## src/rtl/wm8731_i2c_cmd_arbiter_if.sv

```systemverilog
// Purpose : signal bundle between the two WM8731 command sources, the I2C controller and the arbiter.
// Latency : none (wires only).
// Backpressure: requesters hold *_VALID/*_DATA until their READY pulse; the controller ends a transfer with END/ACK.
// Ports (grouped here):
//   iTICK                          I2C-rate strobe, the arbiter FSM only advances on it
//   iREQ_x_VALID/DATA              command from requester x (A = init sequencer, B = runtime control)
//   oREQ_x_READY/DONE/ERR          1-cycle accept / acknowledged / abandoned pulses back to requester x
//   oI2C_DATA/GO, iI2C_END/ACK     I2C controller handshake
//   oBUSY, oGRANT                  arbiter status: not idle, owner of current/last transfer (0 = A, 1 = B)
interface wm8731_i2c_cmd_arbiter_if;
  logic        iTICK;
  logic        iREQ_A_VALID;
  logic [15:0] iREQ_A_DATA;
  logic        oREQ_A_READY;
  logic        oREQ_A_DONE;
  logic        oREQ_A_ERR;
  logic        iREQ_B_VALID;
  logic [15:0] iREQ_B_DATA;
  logic        oREQ_B_READY;
  logic        oREQ_B_DONE;
  logic        oREQ_B_ERR;
  logic [23:0] oI2C_DATA;
  logic        oI2C_GO;
  logic        iI2C_END;
  logic        iI2C_ACK;
  logic        oBUSY;
  logic        oGRANT;

  // master: the arbiter itself
  modport master (
    input  iTICK,
    input  iREQ_A_VALID, iREQ_A_DATA, iREQ_B_VALID, iREQ_B_DATA,
    output oREQ_A_READY, oREQ_A_DONE, oREQ_A_ERR,
    output oREQ_B_READY, oREQ_B_DONE, oREQ_B_ERR,
    output oI2C_DATA, oI2C_GO,
    input  iI2C_END, iI2C_ACK,
    output oBUSY, oGRANT
  );

  // slave: the requesters and the I2C controller, seen from outside the arbiter
  modport slave (
    output iTICK,
    output iREQ_A_VALID, iREQ_A_DATA, iREQ_B_VALID, iREQ_B_DATA,
    input  oREQ_A_READY, oREQ_A_DONE, oREQ_A_ERR,
    input  oREQ_B_READY, oREQ_B_DONE, oREQ_B_ERR,
    input  oI2C_DATA, oI2C_GO,
    output iI2C_END, iI2C_ACK,
    input  oBUSY, oGRANT
  );
endinterface

```

## src/rtl/wm8731_i2c_cmd_arbiter.sv

```systemverilog
// Purpose : round-robin share of one WM8731 I2C write controller between init sequencer (A) and runtime control (B).
// Latency : READY->DONE at least 3 ticks + 1 clk; NACK/timeout re-issues up to MAX_RETRY times before ERR.
// Backpressure: one command in flight; no READY while busy, so a VALID raised mid-transfer waits in its requester.
// Ports:
//   iCLK_50  system clock
//   iRST     synchronous active-high reset
//   bus      wm8731_i2c_cmd_arbiter_if.master (requester handshakes, controller GO/END/ACK, BUSY/GRANT)
module wm8731_i2c_cmd_arbiter #(
  parameter logic [7:0] SLAVE_ADDR = 8'h34,
  parameter int         MAX_RETRY  = 3,
  parameter int         TIMEOUT_TK = 1024
) (
  input logic                      iCLK_50,
  input logic                      iRST,
  wm8731_i2c_cmd_arbiter_if.master bus
);

  localparam int                TimerW    = (TIMEOUT_TK > 1) ? $clog2(TIMEOUT_TK) : 1;
  localparam logic [TimerW-1:0] TimerLast = TimerW'(TIMEOUT_TK - 1);
  localparam logic [3:0]        RetryMax  = 4'(MAX_RETRY);

  typedef enum logic [2:0] {IDLE, ISSUE, WAIT, DONE, ERR} state_t;

  state_t            state, stateNxt;
  logic              i2cGo, i2cGoNxt;
  logic [23:0]       i2cData, i2cDataNxt;
  logic              grant, grantNxt;
  logic              lastGrant, lastGrantNxt;
  logic [3:0]        retryCnt, retryCntNxt;
  logic [TimerW-1:0] timer, timerNxt;

  logic pickB;
  logic xferEnd;
  logic xferFail;
  logic readyA, readyB, doneA, doneB, errA, errB;

  // Single requester wins outright; on contention the side not served last time wins.
  assign pickB = bus.iREQ_B_VALID && (!bus.iREQ_A_VALID || !lastGrant);

  always_ff @(posedge iCLK_50) begin
    if (iRST) begin
      state     <= IDLE;
      i2cGo     <= 1'b0;
      i2cData   <= '0;
      grant     <= 1'b0;
      lastGrant <= 1'b1;   // pretend B went last so A wins the first contention
      retryCnt  <= '0;
      timer     <= '0;
    end else begin
      state     <= stateNxt;
      i2cGo     <= i2cGoNxt;
      i2cData   <= i2cDataNxt;
      grant     <= grantNxt;
      lastGrant <= lastGrantNxt;
      retryCnt  <= retryCntNxt;
      timer     <= timerNxt;
    end
  end

  always_comb begin
    stateNxt     = state;
    i2cGoNxt     = i2cGo;
    i2cDataNxt   = i2cData;
    grantNxt     = grant;
    lastGrantNxt = lastGrant;
    retryCntNxt  = retryCnt;
    timerNxt     = timer;
    xferEnd      = 1'b0;
    xferFail     = 1'b0;
    readyA       = 1'b0;
    readyB       = 1'b0;
    doneA        = 1'b0;
    doneB        = 1'b0;
    errA         = 1'b0;
    errB         = 1'b0;

    case (state)
      IDLE: begin
        if (bus.iTICK && (bus.iREQ_A_VALID || bus.iREQ_B_VALID)) begin
          readyA      = !pickB;
          readyB      = pickB;
          grantNxt    = pickB;
          i2cDataNxt  = {SLAVE_ADDR, (pickB ? bus.iREQ_B_DATA : bus.iREQ_A_DATA)};
          retryCntNxt = '0;
          stateNxt    = ISSUE;
        end
      end
      ISSUE: begin
        if (bus.iTICK) begin
          i2cGoNxt = 1'b1;
          timerNxt = '0;
          stateNxt = WAIT;
        end
      end
      WAIT: begin
        if (bus.iTICK) begin
          // END outranks a timeout landing on the same tick.
          if (bus.iI2C_END) begin
            xferEnd  = 1'b1;
            xferFail = bus.iI2C_ACK;
          end else if (timer == TimerLast) begin
            xferEnd  = 1'b1;
            xferFail = 1'b1;
          end else begin
            timerNxt = timer + TimerW'(1);
          end
          // GO drops here and only rises again on the next ISSUE tick,
          // so a retry always sees GO low for at least one tick.
          if (xferEnd) begin
            i2cGoNxt = 1'b0;
            if (!xferFail) begin
              stateNxt = DONE;
            end else if (retryCnt < RetryMax) begin
              retryCntNxt = retryCnt + 4'd1;
              stateNxt    = ISSUE;
            end else begin
              stateNxt = ERR;
            end
          end
        end
      end
      DONE: begin
        doneA        = !grant;
        doneB        = grant;
        lastGrantNxt = grant;
        stateNxt     = IDLE;
      end
      ERR: begin
        errA         = !grant;
        errB         = grant;
        lastGrantNxt = grant;
        stateNxt     = IDLE;
      end
      default: stateNxt = IDLE;
    endcase
  end

  // Pulses are masked during reset so an interrupted transfer never reports an outcome.
  assign bus.oREQ_A_READY = readyA && !iRST;
  assign bus.oREQ_B_READY = readyB && !iRST;
  assign bus.oREQ_A_DONE  = doneA && !iRST;
  assign bus.oREQ_B_DONE  = doneB && !iRST;
  assign bus.oREQ_A_ERR   = errA && !iRST;
  assign bus.oREQ_B_ERR   = errB && !iRST;
  assign bus.oI2C_DATA    = i2cData;
  assign bus.oI2C_GO      = i2cGo;
  assign bus.oBUSY        = (state != IDLE);
  assign bus.oGRANT       = grant;

endmodule

```

## src/flat_wrapper.sv

```systemverilog
// flat-port wrapper written by rule: the top's interface ports become plain ports
module wm8731_i2c_cmd_arbiter_flat 
#(
  parameter logic [7:0] SLAVE_ADDR = 8'h34,
  parameter int         MAX_RETRY  = 3,
  parameter int         TIMEOUT_TK = 1024
)
  (iCLK_50, iRST, bus_iTICK, bus_iREQ_A_VALID, bus_iREQ_A_DATA, bus_iREQ_B_VALID, bus_iREQ_B_DATA, bus_oREQ_A_READY, bus_oREQ_A_DONE, bus_oREQ_A_ERR, bus_oREQ_B_READY, bus_oREQ_B_DONE, bus_oREQ_B_ERR, bus_oI2C_DATA, bus_oI2C_GO, bus_iI2C_END, bus_iI2C_ACK, bus_oBUSY, bus_oGRANT);
  wm8731_i2c_cmd_arbiter_if bus_i ();
  input logic iCLK_50;
  input logic iRST;
  input wire logic [$bits(bus_i.iTICK)-1:0] bus_iTICK;
  input wire logic [$bits(bus_i.iREQ_A_VALID)-1:0] bus_iREQ_A_VALID;
  input wire logic [$bits(bus_i.iREQ_A_DATA)-1:0] bus_iREQ_A_DATA;
  input wire logic [$bits(bus_i.iREQ_B_VALID)-1:0] bus_iREQ_B_VALID;
  input wire logic [$bits(bus_i.iREQ_B_DATA)-1:0] bus_iREQ_B_DATA;
  output wire logic [$bits(bus_i.oREQ_A_READY)-1:0] bus_oREQ_A_READY;
  output wire logic [$bits(bus_i.oREQ_A_DONE)-1:0] bus_oREQ_A_DONE;
  output wire logic [$bits(bus_i.oREQ_A_ERR)-1:0] bus_oREQ_A_ERR;
  output wire logic [$bits(bus_i.oREQ_B_READY)-1:0] bus_oREQ_B_READY;
  output wire logic [$bits(bus_i.oREQ_B_DONE)-1:0] bus_oREQ_B_DONE;
  output wire logic [$bits(bus_i.oREQ_B_ERR)-1:0] bus_oREQ_B_ERR;
  output wire logic [$bits(bus_i.oI2C_DATA)-1:0] bus_oI2C_DATA;
  output wire logic [$bits(bus_i.oI2C_GO)-1:0] bus_oI2C_GO;
  input wire logic [$bits(bus_i.iI2C_END)-1:0] bus_iI2C_END;
  input wire logic [$bits(bus_i.iI2C_ACK)-1:0] bus_iI2C_ACK;
  output wire logic [$bits(bus_i.oBUSY)-1:0] bus_oBUSY;
  output wire logic [$bits(bus_i.oGRANT)-1:0] bus_oGRANT;
  assign bus_i.iTICK = bus_iTICK;
  assign bus_i.iREQ_A_VALID = bus_iREQ_A_VALID;
  assign bus_i.iREQ_A_DATA = bus_iREQ_A_DATA;
  assign bus_i.iREQ_B_VALID = bus_iREQ_B_VALID;
  assign bus_i.iREQ_B_DATA = bus_iREQ_B_DATA;
  assign bus_oREQ_A_READY = bus_i.oREQ_A_READY;
  assign bus_oREQ_A_DONE = bus_i.oREQ_A_DONE;
  assign bus_oREQ_A_ERR = bus_i.oREQ_A_ERR;
  assign bus_oREQ_B_READY = bus_i.oREQ_B_READY;
  assign bus_oREQ_B_DONE = bus_i.oREQ_B_DONE;
  assign bus_oREQ_B_ERR = bus_i.oREQ_B_ERR;
  assign bus_oI2C_DATA = bus_i.oI2C_DATA;
  assign bus_oI2C_GO = bus_i.oI2C_GO;
  assign bus_i.iI2C_END = bus_iI2C_END;
  assign bus_i.iI2C_ACK = bus_iI2C_ACK;
  assign bus_oBUSY = bus_i.oBUSY;
  assign bus_oGRANT = bus_i.oGRANT;
  wm8731_i2c_cmd_arbiter #(.SLAVE_ADDR(SLAVE_ADDR), .MAX_RETRY(MAX_RETRY), .TIMEOUT_TK(TIMEOUT_TK)) u_core (.iCLK_50(iCLK_50), .iRST(iRST), .bus(bus_i));
endmodule
```

## config.mk

```make
export PLATFORM = sky130hd
export DESIGN_NAME = wm8731_i2c_cmd_arbiter_flat
export DESIGN_NICKNAME = d
export VERILOG_FILES = /design/src/rtl/wm8731_i2c_cmd_arbiter_if.sv /design/src/rtl/wm8731_i2c_cmd_arbiter.sv /design/src/flat_wrapper.sv
export SDC_FILE = /design/constraint.sdc
export NUM_CORES = 1
export LEC_CHECK = 0
export BUFFER_PORTS_ARGS = -buffer_cell sky130_fd_sc_hd__buf_2
export CORE_ASPECT_RATIO = 1.2
export CORE_MARGIN = 1
export CORE_UTILIZATION = 52
export DETAILED_ROUTE_END_ITERATION = 8
export GPL_ROUTABILITY_DRIVEN = 0
export PLACE_DENSITY = 0.82
export SLEW_MARGIN = 30
export SYNTH_ARGS = -nofsm -noshare
export SYNTH_HDL_FRONTEND = slang
export SYNTH_SLANG_ARGS = --single-unit
```

## constraint.sdc

```tcl
create_clock -name iCLK_50 -period 5.31 [get_ports iCLK_50]
set_input_delay 0.531 -clock iCLK_50 [delete_from_list [all_inputs] [get_ports iCLK_50]]
set_output_delay 0.531 -clock iCLK_50 [all_outputs]
set_load 0.03 [all_outputs]
```

* Word level (Yosys, flattened, before mapping)
Index checks and enable logic that the tools add are counted.
** Word-level totals
- Register bits :: 37
- Output and inout port bits :: 33
** Cells by class
- Add/sub/neg operators :: 2
- $lt $le $gt $ge :: 1
- Eq/ne operators :: 13
- Mux-type cells :: 38
- Reduce and logical (&&, ||, !) cells :: 25
** Operator list (count)
- 10-bit two-way mux :: 4
- 4-bit two-way mux :: 5
- 10-bit case mux with 2 select lines :: 1
- 1-bit two-way mux :: 18
- 3-bit two-way mux :: 6
- 16-bit two-way mux :: 1
- 10-bit by 1-bit adder with 10-bit output, second input constant :: 1
- 10-bit equality test, second input constant :: 1
- 2-bit inequality test, second input constant :: 5
- 3-bit case mux with 3 select lines :: 1
- 1-bit logical AND :: 8
- 4-bit case mux with 2 select lines :: 1
- 4-bit AND reduction :: 2
- 3-bit by 2-bit equality test with 1-bit output, second input constant :: 2
- 2-bit by 1-bit inequality test with 1-bit output, second input constant :: 3
- 6-bit AND reduction :: 1
- 1-bit logical NOT :: 5
- 5-bit AND reduction :: 1
- 4-bit by 1-bit adder with 4-bit output, second input constant :: 1
- 4-bit by 2-bit less-than comparator with 1-bit output, second input constant :: 1
- 2-bit nonzero test :: 2
- 3-bit by 1-bit equality test with 1-bit output, second input constant :: 1
- 3-bit equality test, second input constant :: 1
- 3-bit logical NOT :: 1
- 5 further kinds :: 6

* Depth between registers and ports, before layout
- Depth in word-level cells :: 9
- Depth in mapped cells :: 6
- Gate-level depth less buffers :: 5

* Least setup slack after synthesis
OpenSTA, ideal clock, no wires.
- Kind :: in2out
- Start point :: input bus_iREQ_B_VALID
- End point :: output bus_oREQ_B_READY
- Data arrival time :: 2.144 ns
- Setup slack :: 2.635 ns
- Cell stages on the path :: 4
- Buffers on the path :: 2
- Path through :: a21boi_0 buf_2 buf_1 nor3b_1
** Between the ends
- Cells in the longest elaborated chain, start to end :: 5
- Elaborated cells between the ends (all ways) :: 6
- Classes of those cells :: 2 x mux; 4 x reduce/logical
** RTL lines
- start, declared :: line flat_wrapper.sv:15 : input wire logic [$bits(bus_i.iREQ_B_VALID)-1:0] bus_iREQ_B_VALID;
- 1-bit logical OR :: line wm8731_i2c_cmd_arbiter.sv:79 : if (bus.iTICK && (bus.iREQ_A_VALID || bus.iREQ_B_VALID)) begin
- 1-bit logical AND :: line wm8731_i2c_cmd_arbiter.sv:79
- 1-bit two-way mux (*) :: line wm8731_i2c_cmd_arbiter.sv:79
- 1-bit two-way mux (*) :: line wm8731_i2c_cmd_arbiter.sv:77 : case (state)
- 1-bit logical AND (*) :: line wm8731_i2c_cmd_arbiter.sv:140 : assign bus.oREQ_B_READY = readyB && !iRST;
- end, declared :: line flat_wrapper.sv:20 : output wire logic [$bits(bus_i.oREQ_B_READY)-1:0] bus_oREQ_B_READY;
Every way passes the cells marked *; elsewhere a longest branch is shown, timed or not.

* Final worst setup path
- Start point :: register u_core.state[2]
- End point :: output bus_oREQ_B_READY
** Between the ends
- Cells in the longest elaborated chain, start to end :: 3
** RTL lines
- start, declared :: line wm8731_i2c_cmd_arbiter.sv:24 : state_t state, stateNxt;
- start signal, assigned :: line wm8731_i2c_cmd_arbiter.sv:50 : state <= stateNxt;
- 3-bit logical NOT :: line wm8731_i2c_cmd_arbiter.sv:77
- 1-bit two-way mux :: line wm8731_i2c_cmd_arbiter.sv:77
- 1-bit logical AND :: line wm8731_i2c_cmd_arbiter.sv:140
Every way passes these cells.

==> impl_metrics.env <==
export IMPL_power_density_nw_per_um2=287
export IMPL_cts_sinks=37
export IMPL_overflow=0
export IMPL_final_common_cell="buf_2"
export IMPL_grt_pass1_vias=1592
export IMPL_ys_ff_latch=37
export IMPL_wl_per_cell_um=13.7
export IMPL_final_antenna_net_count=0
export IMPL_synth_largest_area_cell="dfxtp_1"
export IMPL_io_buffers=66
export IMPL_critPathCaptureType="primary output"
export IMPL_fin_tns_setup_ns=0
export IMPL_synth_top_area_frac=0.388
export IMPL_r2r_end="u_core.timer[9]$_SDFFE_PP0P_"
export IMPL_htree_levels=2
export IMPL_drt_iter0_drc=55
export IMPL_cts_clk_slew_worst_paths_ns=0.07
export IMPL_vias=1797
export IMPL_antenna_diode_count=0
export IMPL_ir_worst_vdd_v=0.000172
export IMPL_min_period_ns=2.46
export IMPL_hold_viol=0
export IMPL_regToRegSetupSlack_ns=3.12
export IMPL_synth_cell_types=42
export IMPL_row_count=23
export IMPL_grt_use_total=0.230
export IMPL_fillerInstances=278
export IMPL_worstMarginPinSlew_ns=0.663
export IMPL_status="finished, final reports clean"
export IMPL_synth_edf_count=0
export IMPL_crit_required_ns=4.78
export IMPL_grt_pass1_wl_um=6930
export IMPL_worstReg2RegStart="u_core.state[1]$_SDFFE_PP0P_"
export IMPL_dpl_cell_area_um2=2210
export IMPL_hpwl_um=3180
export IMPL_cts_tree="built"
export IMPL_die_area_um2=3920
export IMPL_drc=0
export IMPL_drive_gt1_frac=0.300
export IMPL_routed_wl_um=4310
export IMPL_critPathKind="flop to primary output"
export IMPL_cts_buffer_depth=2
export IMPL_synth_area_per_cell_um2=8.76
export IMPL_crit_fanout=11
export IMPL_area_growth_pct=20.6
export IMPL_leakagePower_nw=0.953
export IMPL_max_cap_violations=0
export IMPL_timing_fmax_mhz=407
export IMPL_final_setup_worst_slack_ns=2.85
export IMPL_initial_utilization=0.558
export IMPL_cts_inserted_buffers=5
export IMPL_hold_depth=1
export IMPL_power_mw=0.662
export IMPL_setup_viol=0
export IMPL_finClkSkew_ns=0.00592
export IMPL_fin_area_um2=2300
export IMPL_rsz0062_at_grt="false"
export IMPL_postCtsSetupBuffers=0
export IMPL_grt_max_degree=42
export IMPL_yosys_warnings=0
export IMPL_cts_root_buf="clkbuf_8"
export IMPL_synth_ff_type="dfxtp_1"
export IMPL_r2r_cells=4
export IMPL_final_util=0.673
export IMPL_syn_inst=218
export IMPL_nNetsFinal=317
export IMPL_dieHeight_um=68.4
export IMPL_antenna_found_initial=0
export IMPL_postCtsHoldBufs=0
export IMPL_synthTopCellsByArea="dfxtp_1, mux2i_1, a211oi_1"
export IMPL_synthArstFlopShare=0
export IMPL_hold_path_class="flop to flop"
export IMPL_cp_arrival_ns=1.93
export IMPL_pin_count=72
export IMPL_firstDrtPassIters=4
export IMPL_layout_common_cells="buf_2, dfxtp_1, nor2_1"
export IMPL_drv_slew=0
export IMPL_fin_crit_sh=0.463
export IMPL_place_ws_ns=3.00
export IMPL_clk_latency_ns=0.29
export IMPL_core_region_area_um2=3420
export IMPL_cts_resized=0
export IMPL_holdCritStartpoint="u_core.retryCnt[3]$_SDFFE_PP0P_"
export IMPL_synth_cell_area_um2=1910
export IMPL_whs_endpoint="u_core.retryCnt[3]$_SDFFE_PP0P_"
export IMPL_critPathLaunchType="flop"
export IMPL_cp_startpoint="u_core.state[2]$_SDFFE_PP0P_"
export IMPL_vias_per_cell=5.72
export IMPL_fp_dieW_um=57.3
export IMPL_slew_headroom=0.558
export IMPL_ys_seq_area_frac=0.388
## layer usage
| metal | part of all wire | GRT usage |
|---|---|---|
| met1 | 0.42 | 0.259 |
| met2 | 0.52 | 0.421 |
| met3 | 0.047 | 0.0567 |
| met4 | 0.015 | 0.0884 |
| met5 | 0 | 0 |
## how the worst max path moves through the flow
stage                     slack (ns)  cells past startpoint                to
after global placement          3.03                      5  bus_oREQ_B_READY
final                           2.85                      4  bus_oREQ_B_READY
after global routing            2.70                      4  bus_oREQ_B_READY
after floorplan                 2.64                      4  bus_oREQ_B_READY
after detailed placement        3.00                      5  bus_oREQ_B_READY
after CTS                       2.85                      4  bus_oREQ_B_READY
## per-stage QoR
step	hold WS [ns]	instances
floorplan	0.449	222
global placement	0.462	306
detailed placement	0.473	306
CTS	0.484	314
global route	0.501	314
finish	0.480	314
## layout make-up
class / instances / area, um2 / share of cell area
clock buffers: 6 / 72.6 / 0.0315
clock inverters: 2 / 10.0 / 0.00434
inverters: 3 / 11.3 / 0.00489
multi-input cells: 161 / 1080 / 0.468
flip-flops and latches: 37 / 741 / 0.321
well taps: 37 / 46.3 / 0.0201
repair buffers: 68 / 345 / 0.150
## worst max-delay path, cell delays in order (launching register included)
cell and delay (ns):
dfxtp_1 0.39, nand2b_1 0.27, or4_1 0.49, nor3b_1 0.24, buf_2 0.23
## report_power, final
part	total (mW)	leakage (nW)	internal (mW)	switching, mW
Combinational	0.163	0.606	0.0593	0.104
Sequential	0.313	0.302	0.297	0.0161
Clock	0.187	0.0450	0.0908	0.0957
Total	0.662	0.953	0.447	0.216
## synthesized netlist by cell type (2+ instances only)
cell type,count
or4_1,6
mux2i_1,19
nand3_1,3
a311oi_1,2
nand3b_1,3
nand4_1,2
nor3b_1,4
nand2_1,13
inv_1,3
nor3_1,6
a21oi_1,12
nand2b_1,7
nor2_1,27
buf_4,7
or3_1,3
a21boi_0,2
o21ai_0,2
a211oi_1,17
or2_2,3
o311ai_0,2
ha_1,2
dfxtp_1,37
buf_2,2
clkbuf_1,11
o31ai_1,6
## flip-flops by register name, indices dropped and copies added, names as in the netlist
name                  cells
u_core.lastGrant          1
u_core.bus.oI2C_DATA     17
u_core.state              3
u_core.bus.oGRANT         1
u_core.retryCnt           4
u_core.timer             10
u_core.bus.oI2C_GO        1
## kinds of logic (layout without fill, tap and decap cells)
| logic type | Yosys count | count (layout) | synth area share |
|---|---|---|---|
| buffers and inverters | 24 | 79 | 0.0622 |
| multiplexers | 19 | 19 | 0.0995 |
| AO/OA/AOI/OAI | 50 | 50 | 0.185 |
| adder cells (fa/ha/maj) | 2 | 2 | 0.0131 |
| flip-flops | 37 | 37 | 0.388 |
| other | 1 | 5 | 0.00196 |
| AND/OR/NAND/NOR | 85 | 85 | 0.250 |
Power figures use the tool's default switching activity.
